$ cat src/rtl/huc_mem_arb_if.sv
// ---------------------------------------------------------------------------
// huc_mem_arb_if
// Bundles the three buses around the cartridge memory arbiter:
//   cpu_*  HuCard CPU bus decode: level strobe, address, write data, read
//          data back, ready flag
//   dma_*  MCU/DMA port: level request held until dma_ack, read data, ack
//   mem_*  the single PSRAM port: level request held until mem_ack
//   tmo_err sticky timeout flag
// The slave modport is the arbiter's view. The master modport is the view
// of everything around it (the CPU decode, the DMA engine and the memory).
// ---------------------------------------------------------------------------
interface huc_mem_arb_if #(
  parameter int AW = 24,
  parameter int DW = 8
);
  logic          cpu_ce;
  logic          cpu_we;
  logic [AW-1:0] cpu_addr;
  logic [DW-1:0] cpu_dati;
  logic [DW-1:0] cpu_dato;
  logic          cpu_rdy;

  logic          dma_req;
  logic          dma_we;
  logic [AW-1:0] dma_addr;
  logic [DW-1:0] dma_dati;
  logic [DW-1:0] dma_dato;
  logic          dma_ack;

  logic          mem_req;
  logic          mem_we;
  logic [AW-1:0] mem_addr;
  logic [DW-1:0] mem_dati;
  logic [DW-1:0] mem_dato;
  logic          mem_ack;

  logic          tmo_err;

  modport slave (
    input  cpu_ce, cpu_we, cpu_addr, cpu_dati,
    output cpu_dato, cpu_rdy,
    input  dma_req, dma_we, dma_addr, dma_dati,
    output dma_dato, dma_ack,
    output mem_req, mem_we, mem_addr, mem_dati,
    input  mem_dato, mem_ack,
    output tmo_err
  );

  modport master (
    output cpu_ce, cpu_we, cpu_addr, cpu_dati,
    input  cpu_dato, cpu_rdy,
    output dma_req, dma_we, dma_addr, dma_dati,
    input  dma_dato, dma_ack,
    input  mem_req, mem_we, mem_addr, mem_dati,
    output mem_dato, mem_ack,
    input  tmo_err
  );
endinterface

$ cat src/rtl/huc_mem_arb.sv
// ---------------------------------------------------------------------------
// huc_mem_arb
// Shares the single cartridge memory port between the HuCard CPU bus decode
// and the MCU/DMA port. The CPU has priority. A DMA request that is kept
// waiting is forced a slot after CPU_STREAK back-to-back CPU grants. Only one
// access is outstanding to memory at a time, and every access is followed by
// at least one IDLE cycle.
//
// Ports
//   clk, rst  system clock, synchronous active-high reset
//   bus       huc_mem_arb_if.slave:
//     cpu_ce/we/addr/dati in; cpu_dato, cpu_rdy out
//     dma_req/we/addr/dati in; dma_dato, dma_ack out
//     mem_req/we/addr/dati out; mem_dato, mem_ack in
//     tmo_err out (sticky until rst)
//
// Parameters
//   AW, DW      address and data widths
//   CPU_STREAK  CPU grants allowed in a row while DMA waits
//   TMO         cycles an access may wait for mem_ack (1..256)
// ---------------------------------------------------------------------------
module huc_mem_arb #(
  parameter int AW         = 24,
  parameter int DW         = 8,
  parameter int CPU_STREAK = 4,
  parameter int TMO        = 255
) (
  input  logic           clk,
  input  logic           rst,
  huc_mem_arb_if.slave   bus
);

  typedef enum logic [1:0] {IDLE, CPU_ACC, DMA_ACC} state_t;

  localparam int            SW         = (CPU_STREAK < 1) ? 1 : $clog2(CPU_STREAK + 1);
  localparam logic [SW-1:0] STREAK_MAX = SW'(CPU_STREAK);
  localparam logic [7:0]    TMO_LAST   = 8'(TMO - 1);
  localparam logic [DW-1:0] TMO_DATA   = {DW{1'b1}};

  state_t        state_q,      state_d;
  logic [SW-1:0] streak_q,     streak_d;
  logic [7:0]    tmo_cnt_q,    tmo_cnt_d;

  logic          cpu_ce_q,     cpu_ce_d;
  logic          cpu_pend_q,   cpu_pend_d;
  logic          cpu_rearm_q,  cpu_rearm_d;
  logic          cpu_we_l_q,   cpu_we_l_d;
  logic [AW-1:0] cpu_addr_l_q, cpu_addr_l_d;
  logic [DW-1:0] cpu_dati_l_q, cpu_dati_l_d;
  logic [DW-1:0] cpu_dato_q,   cpu_dato_d;
  logic          cpu_rdy_q,    cpu_rdy_d;

  logic          dma_req_q,    dma_req_d;
  logic [DW-1:0] dma_dato_q,   dma_dato_d;
  logic          dma_ack_q,    dma_ack_d;

  logic          mem_req_q,    mem_req_d;
  logic          mem_we_q,     mem_we_d;
  logic [AW-1:0] mem_addr_q,   mem_addr_d;
  logic [DW-1:0] mem_dati_q,   mem_dati_d;

  logic          tmo_err_q,    tmo_err_d;

  logic          cpu_rise;
  logic          dma_vld;
  logic          acc_tmo;
  logic          acc_done;
  logic [DW-1:0] acc_data;

  // Saturating increment of the CPU grant streak.
  function automatic logic [SW-1:0] streak_inc(input logic [SW-1:0] s);
    if (s == STREAK_MAX) return s;
    return s + SW'(1);
  endfunction

  assign cpu_rise = bus.cpu_ce && !cpu_ce_q;
  // The DMA request is seen one cycle late (it is registered, so it competes
  // on equal footing with a CPU strobe rising in the same cycle). It is
  // masked while dma_ack is high, because the DMA engine may still be holding
  // the request it has just been acked for.
  assign dma_vld  = dma_req_q && !dma_ack_q;
  assign acc_tmo  = (state_q != IDLE) && !bus.mem_ack && (tmo_cnt_q == TMO_LAST);
  assign acc_done = (state_q != IDLE) && (bus.mem_ack || acc_tmo);
  assign acc_data = bus.mem_ack ? bus.mem_dato : TMO_DATA;

  always_comb begin
    state_d      = state_q;
    streak_d     = streak_q;
    tmo_cnt_d    = tmo_cnt_q;
    cpu_ce_d     = bus.cpu_ce;
    cpu_pend_d   = cpu_pend_q;
    cpu_rearm_d  = cpu_rearm_q;
    cpu_we_l_d   = cpu_we_l_q;
    cpu_addr_l_d = cpu_addr_l_q;
    cpu_dati_l_d = cpu_dati_l_q;
    cpu_dato_d   = cpu_dato_q;
    cpu_rdy_d    = cpu_rdy_q;
    dma_req_d    = bus.dma_req && !dma_ack_q;
    dma_dato_d   = dma_dato_q;
    dma_ack_d    = 1'b0;
    mem_req_d    = mem_req_q;
    mem_we_d     = mem_we_q;
    mem_addr_d   = mem_addr_q;
    mem_dati_d   = mem_dati_q;
    tmo_err_d    = tmo_err_q || acc_tmo;

    // A new CPU strobe always overwrites the latch: the last request wins.
    if (cpu_rise) begin
      cpu_pend_d   = 1'b1;
      cpu_rdy_d    = 1'b0;
      cpu_we_l_d   = bus.cpu_we;
      cpu_addr_l_d = bus.cpu_addr;
      cpu_dati_l_d = bus.cpu_dati;
    end

    case (state_q)
      IDLE: begin
        if (cpu_pend_q && !(dma_vld && streak_q == STREAK_MAX)) begin
          state_d     = CPU_ACC;
          mem_req_d   = 1'b1;
          mem_we_d    = cpu_we_l_q;
          mem_addr_d  = cpu_addr_l_q;
          mem_dati_d  = cpu_dati_l_q;
          streak_d    = dma_vld ? streak_inc(streak_q) : '0;
          tmo_cnt_d   = '0;
          // The memory side holds its own copy of the request, so a strobe
          // arriving now is a fresh request that must survive this access.
          cpu_rearm_d = cpu_rise;
        end else if (dma_vld) begin
          state_d    = DMA_ACC;
          mem_req_d  = 1'b1;
          mem_we_d   = bus.dma_we;
          mem_addr_d = bus.dma_addr;
          mem_dati_d = bus.dma_dati;
          streak_d   = '0;
          tmo_cnt_d  = '0;
        end else begin
          streak_d = '0;
        end
      end

      CPU_ACC: begin
        tmo_cnt_d = tmo_cnt_q + 8'd1;
        if (cpu_rise) cpu_rearm_d = 1'b1;
        if (acc_done) begin
          state_d     = IDLE;
          mem_req_d   = 1'b0;
          if (!mem_we_q) cpu_dato_d = acc_data;
          cpu_pend_d  = cpu_rise || cpu_rearm_q;
          cpu_rdy_d   = !(cpu_rise || cpu_rearm_q);
          cpu_rearm_d = 1'b0;
        end
      end

      DMA_ACC: begin
        tmo_cnt_d = tmo_cnt_q + 8'd1;
        if (acc_done) begin
          state_d    = IDLE;
          mem_req_d  = 1'b0;
          dma_dato_d = acc_data;
          dma_ack_d  = 1'b1;
        end
      end

      default: begin
        state_d   = IDLE;
        mem_req_d = 1'b0;
      end
    endcase
  end

  always_ff @(posedge clk) begin
    if (rst) begin
      state_q      <= IDLE;
      streak_q     <= '0;
      tmo_cnt_q    <= '0;
      cpu_ce_q     <= 1'b0;
      cpu_pend_q   <= 1'b0;
      cpu_rearm_q  <= 1'b0;
      cpu_we_l_q   <= 1'b0;
      cpu_addr_l_q <= '0;
      cpu_dati_l_q <= '0;
      cpu_dato_q   <= '0;
      cpu_rdy_q    <= 1'b1;
      dma_req_q    <= 1'b0;
      dma_dato_q   <= '0;
      dma_ack_q    <= 1'b0;
      mem_req_q    <= 1'b0;
      mem_we_q     <= 1'b0;
      mem_addr_q   <= '0;
      mem_dati_q   <= '0;
      tmo_err_q    <= 1'b0;
    end else begin
      state_q      <= state_d;
      streak_q     <= streak_d;
      tmo_cnt_q    <= tmo_cnt_d;
      cpu_ce_q     <= cpu_ce_d;
      cpu_pend_q   <= cpu_pend_d;
      cpu_rearm_q  <= cpu_rearm_d;
      cpu_we_l_q   <= cpu_we_l_d;
      cpu_addr_l_q <= cpu_addr_l_d;
      cpu_dati_l_q <= cpu_dati_l_d;
      cpu_dato_q   <= cpu_dato_d;
      cpu_rdy_q    <= cpu_rdy_d;
      dma_req_q    <= dma_req_d;
      dma_dato_q   <= dma_dato_d;
      dma_ack_q    <= dma_ack_d;
      mem_req_q    <= mem_req_d;
      mem_we_q     <= mem_we_d;
      mem_addr_q   <= mem_addr_d;
      mem_dati_q   <= mem_dati_d;
      tmo_err_q    <= tmo_err_d;
    end
  end

  assign bus.cpu_dato = cpu_dato_q;
  assign bus.cpu_rdy  = cpu_rdy_q;
  assign bus.dma_dato = dma_dato_q;
  assign bus.dma_ack  = dma_ack_q;
  assign bus.mem_req  = mem_req_q;
  assign bus.mem_we   = mem_we_q;
  assign bus.mem_addr = mem_addr_q;
  assign bus.mem_dati = mem_dati_q;
  assign bus.tmo_err  = tmo_err_q;

endmodule

$ cat src/flat_wrapper.sv
// flat-port wrapper written by rule: the top's interface ports become plain ports
module huc_mem_arb_flat 
#(
  parameter int AW         = 24,
  parameter int DW         = 8,
  parameter int CPU_STREAK = 4,
  parameter int TMO        = 255
)
  (clk, rst, bus_cpu_ce, bus_cpu_we, bus_cpu_addr, bus_cpu_dati, bus_cpu_dato, bus_cpu_rdy, bus_dma_req, bus_dma_we, bus_dma_addr, bus_dma_dati, bus_dma_dato, bus_dma_ack, bus_mem_req, bus_mem_we, bus_mem_addr, bus_mem_dati, bus_mem_dato, bus_mem_ack, bus_tmo_err);
  huc_mem_arb_if #(.AW(AW), .DW(DW)) bus_i ();
  input  logic clk;
  input  logic rst;
  input wire logic [$bits(bus_i.cpu_ce)-1:0] bus_cpu_ce;
  input wire logic [$bits(bus_i.cpu_we)-1:0] bus_cpu_we;
  input wire logic [$bits(bus_i.cpu_addr)-1:0] bus_cpu_addr;
  input wire logic [$bits(bus_i.cpu_dati)-1:0] bus_cpu_dati;
  output wire logic [$bits(bus_i.cpu_dato)-1:0] bus_cpu_dato;
  output wire logic [$bits(bus_i.cpu_rdy)-1:0] bus_cpu_rdy;
  input wire logic [$bits(bus_i.dma_req)-1:0] bus_dma_req;
  input wire logic [$bits(bus_i.dma_we)-1:0] bus_dma_we;
  input wire logic [$bits(bus_i.dma_addr)-1:0] bus_dma_addr;
  input wire logic [$bits(bus_i.dma_dati)-1:0] bus_dma_dati;
  output wire logic [$bits(bus_i.dma_dato)-1:0] bus_dma_dato;
  output wire logic [$bits(bus_i.dma_ack)-1:0] bus_dma_ack;
  output wire logic [$bits(bus_i.mem_req)-1:0] bus_mem_req;
  output wire logic [$bits(bus_i.mem_we)-1:0] bus_mem_we;
  output wire logic [$bits(bus_i.mem_addr)-1:0] bus_mem_addr;
  output wire logic [$bits(bus_i.mem_dati)-1:0] bus_mem_dati;
  input wire logic [$bits(bus_i.mem_dato)-1:0] bus_mem_dato;
  input wire logic [$bits(bus_i.mem_ack)-1:0] bus_mem_ack;
  output wire logic [$bits(bus_i.tmo_err)-1:0] bus_tmo_err;
  assign bus_i.cpu_ce = bus_cpu_ce;
  assign bus_i.cpu_we = bus_cpu_we;
  assign bus_i.cpu_addr = bus_cpu_addr;
  assign bus_i.cpu_dati = bus_cpu_dati;
  assign bus_cpu_dato = bus_i.cpu_dato;
  assign bus_cpu_rdy = bus_i.cpu_rdy;
  assign bus_i.dma_req = bus_dma_req;
  assign bus_i.dma_we = bus_dma_we;
  assign bus_i.dma_addr = bus_dma_addr;
  assign bus_i.dma_dati = bus_dma_dati;
  assign bus_dma_dato = bus_i.dma_dato;
  assign bus_dma_ack = bus_i.dma_ack;
  assign bus_mem_req = bus_i.mem_req;
  assign bus_mem_we = bus_i.mem_we;
  assign bus_mem_addr = bus_i.mem_addr;
  assign bus_mem_dati = bus_i.mem_dati;
  assign bus_i.mem_dato = bus_mem_dato;
  assign bus_i.mem_ack = bus_mem_ack;
  assign bus_tmo_err = bus_i.tmo_err;
  huc_mem_arb #(.AW(AW), .DW(DW), .CPU_STREAK(CPU_STREAK), .TMO(TMO)) u_core (.clk(clk), .rst(rst), .bus(bus_i));
endmodule
$ cat config.mk
export PLATFORM = sky130hd
export DESIGN_NAME = huc_mem_arb_flat
export DESIGN_NICKNAME = d
export VERILOG_FILES = /design/src/rtl/huc_mem_arb_if.sv /design/src/rtl/huc_mem_arb.sv /design/src/flat_wrapper.sv
export SDC_FILE = /design/constraint.sdc
export NUM_CORES = 1
export LEC_CHECK = 0
export CAP_MARGIN = 0
export CORE_MARGIN = 4
export CORE_UTILIZATION = 40
export CTS_CLUSTER_DIAMETER = 40
export DETAILED_ROUTE_END_ITERATION = 8
export GPL_ROUTABILITY_DRIVEN = 0
export PLACE_DENSITY = 0.7
export REMOVE_ABC_BUFFERS = 1
export SYNTH_ARGS = -nofsm -noshare
export SYNTH_HDL_FRONTEND = slang
export SYNTH_SLANG_ARGS = --single-unit
$ cat constraint.sdc
create_clock -name clk -period 4.8 [get_ports clk]
set_input_delay 0.96 -clock clk [delete_from_list [all_inputs] [get_ports clk]]
set_output_delay 0.96 -clock clk [all_outputs]
set_load 0.02 [all_outputs]
==> results.cfg <==
[clock_network]
clock_path_buffers = 2
cts_tree = built
clkSinkCount = 103
cts-resized-gates = 0
clock_latency_ps = 360
postCtsSetupBuffers = 0
hold_buffers = 0
clk_pin_slew_worst_paths_ps = 90
cts_buffers = 9
ctsHtreeMaxLevel = 3
cts_root_buffer = clkbuf_8

[synthesis]
netlist_area_um2 = 4360
yosysSeqAreaShare = 0.473
avgSynthCellArea_um2 = 8.39
synthArstFlopShare = 0
synth_top_flop_cell = dfxtp_1
synth-edff-count = 0
ys.warnings.count = 0
syn_inst = 520
synth_cell_types = 51
ys_ff_latch = 103

[timing]
setup_viol = 0
slew_violations = 0
finalHoldViolCount = 0
rsz0062_at_grt = no
final.setup.tns_ps = 0
tightest_slew_ps = 940
slew_headroom = 0.370
finalClockSkew_ps = 10.6
finalCriticalPeriod_ps = 2480
max_freq_mhz = 403
finalCritPeriodShare = 0.517

[floorplan]
initial_utilization = 0.417
coreArea_um2 = 10500
row_count = 37
die_area_um2 = 12600
die_h_um = 112
ios = 132
dieWidth_um = 112

[route]
antenna_left = 0
wl_per_cell_um = 15.6
drc = 0
vias = 4002
vias_per_cell = 5.23
first_pass_iters = 4
drt_wl_total_mm = 11.9
drtIter0Drc = 242

[worst_setup_path]
r2r-start = u_core.streak_q[0]
required_ps = 5080
endpoint_kind = flip-flop
reg2reg_slack_ps = 2390
r2r_end = u_core.bus.mem_addr[4]
crit_type = primary input to flip-flop
cp_max_fo = 22
endpoint = u_core.cpu_addr_l_q[4]
start_kind = primary input
r2r_cells = 6
crit_arrival_ps = 2760
crit_start = bus_cpu_ce

[run]
maxCapViolCount = 0

[cells_and_area]
areaGrowthSynthToFinish_pct = 36.6
fin_util = 0.569
diodes = 0
layout_common_cells = nand2_1, clkdlybuf4s50_1, dfxtp_1
nNetsFinal = 712
layout-drive-gt1-share = 0.0604

[min_path]
hold_class = flip-flop to flip-flop

[global_routing]
grt_max_degree = 67
antenna_found_initial = 0
grt_overflow = 0
track_usage = 0.183
grt_pass1_vias = 3898
grt_pass1_wl_mm = 19.1

[place]
dp_hpwl_mm = 8.58
portBuffers = 131

[run_status]
outcome = finished clean

[power]
ir_drop_v = 0.000156
p_leak_nw = 2.14
p_per_area_nw_per_um2 = 366
cells in the mapped netlist, types with 2 or more instances:
| cell | n | area [µm²] |
|---|---|---|
| o21a_1 | 8 | 60.1 |
| nand4b_1 | 2 | 17.5 |
| xnor2_1 | 5 | 43.8 |
| dfxtp_1 | 103 | 2060 |
| clkbuf_1 | 22 | 82.6 |
| buf_2 | 12 | 60.1 |
| nor4_1 | 2 | 12.5 |
| a211oi_1 | 3 | 22.5 |
| nand2_1 | 130 | 488 |
| a311oi_1 | 33 | 289 |
| ha_1 | 8 | 100 |
| a21oi_1 | 60 | 300 |
| nand2b_1 | 5 | 31.3 |
| inv_1 | 8 | 30.0 |
| mux2i_1 | 2 | 20.0 |
| nand3_1 | 11 | 55.1 |
| nor2_1 | 52 | 195 |
| and2_1 | 2 | 12.5 |
| or3_1 | 2 | 12.5 |
| nor2b_1 | 4 | 25.0 |
| a211oi_2 | 9 | 113 |
| buf_4 | 7 | 52.6 |
| nand4_1 | 2 | 12.5 |
report_power, final:
part	total [mW]	internal (mW)	switching [mW]
clock network	0.729	0.449	0.280
registers	0.971	0.926	0.0448
logic	0.480	0.222	0.259
kinds of logic after synthesis:
group                      Yosys count  share of synthesized area
AOI/OAI and AO/OA                  128                      0.213
xor gates and xnor gates             5                     0.0100
adders and majority gates            8                     0.0230
buffers and inverters               51                     0.0571
DFF                                103                      0.473
muxes                                2                    0.00459
and+or+nand+nor                    223                      0.219
per-stage QoR:
stage | area, µm² | std cells | hold slack, ps | power, mW | setup slack, ps
6_report | 5950 | 765 | 460 | 2.18 | 2320
4_1_cts | 5950 | 765 | 462 | 2.20 | 2320
3_5_place_dp | 5670 | 750 | 448 | 1.47 | 1930
2_1_floorplan | 4140 | 477 | 431 | 1.24 | 2100
3_3_place_gp | 5670 | 750 | 442 | 1.46 | 2040
5_1_grt | 5950 | 765 | 477 | 2.29 | 2100
registers in the layout (all words and copies together), names as in the netlist, 2 cells and up:
signal               count
u_core.streak_q          3
u_core.cpu_dati_l_q      8
u_core.bus.dma_dato      8
u_core.bus.cpu_dato      8
u_core.bus.mem_addr     24
u_core.cpu_addr_l_q     24
u_core.state_q           2
u_core.bus.mem_dati      8
u_core.tmo_cnt_q         8
critical path, stage by stage:
cell	delay (ps)
clkdlybuf4s50_1	490
nor2b_2	770
buf_4	340
nand2_1	80
a21oi_1	120
layout make-up:
cell class | instances | area, µm²
clock inverter | 6 | 158
tap | 136 | 170
inverter | 8 | 30.0
clock buffer | 9 | 124
sequential | 103 | 2060
timing repair buffer | 137 | 1350
fill | 941 | 4510
multi-input combinational | 366 | 2060
per-layer routing:
metal,track usage,part of all wire,up-vias
li1,-,-,1997
met1,0.241,0.45,1867
met4,0.0737,0.026,0
met3,0.0340,0.053,20
met5,0,0,-
met2,0.297,0.47,118
worst min-delay path by stage:
stage | slack (ps) | end | from | cells past startpoint
6_report | 460 | u_core.cpu_addr_l_q[7] | u_core.cpu_addr_l_q[7] | 2
5_1_grt | 480 | u_core.cpu_addr_l_q[13] | u_core.cpu_addr_l_q[13] | 2
4_1_cts | 460 | u_core.cpu_addr_l_q[23] | u_core.cpu_addr_l_q[23] | 2
3_5_place_dp | 450 | u_core.cpu_dati_l_q[1] | u_core.cpu_dati_l_q[1] | 2
3_3_place_gp | 440 | u_core.cpu_addr_l_q[4] | u_core.cpu_addr_l_q[4] | 2
2_1_floorplan | 430 | u_core.cpu_addr_l_q[20] | u_core.cpu_addr_l_q[20] | 2
Note: power is estimated with default switching activity, not from simulation.
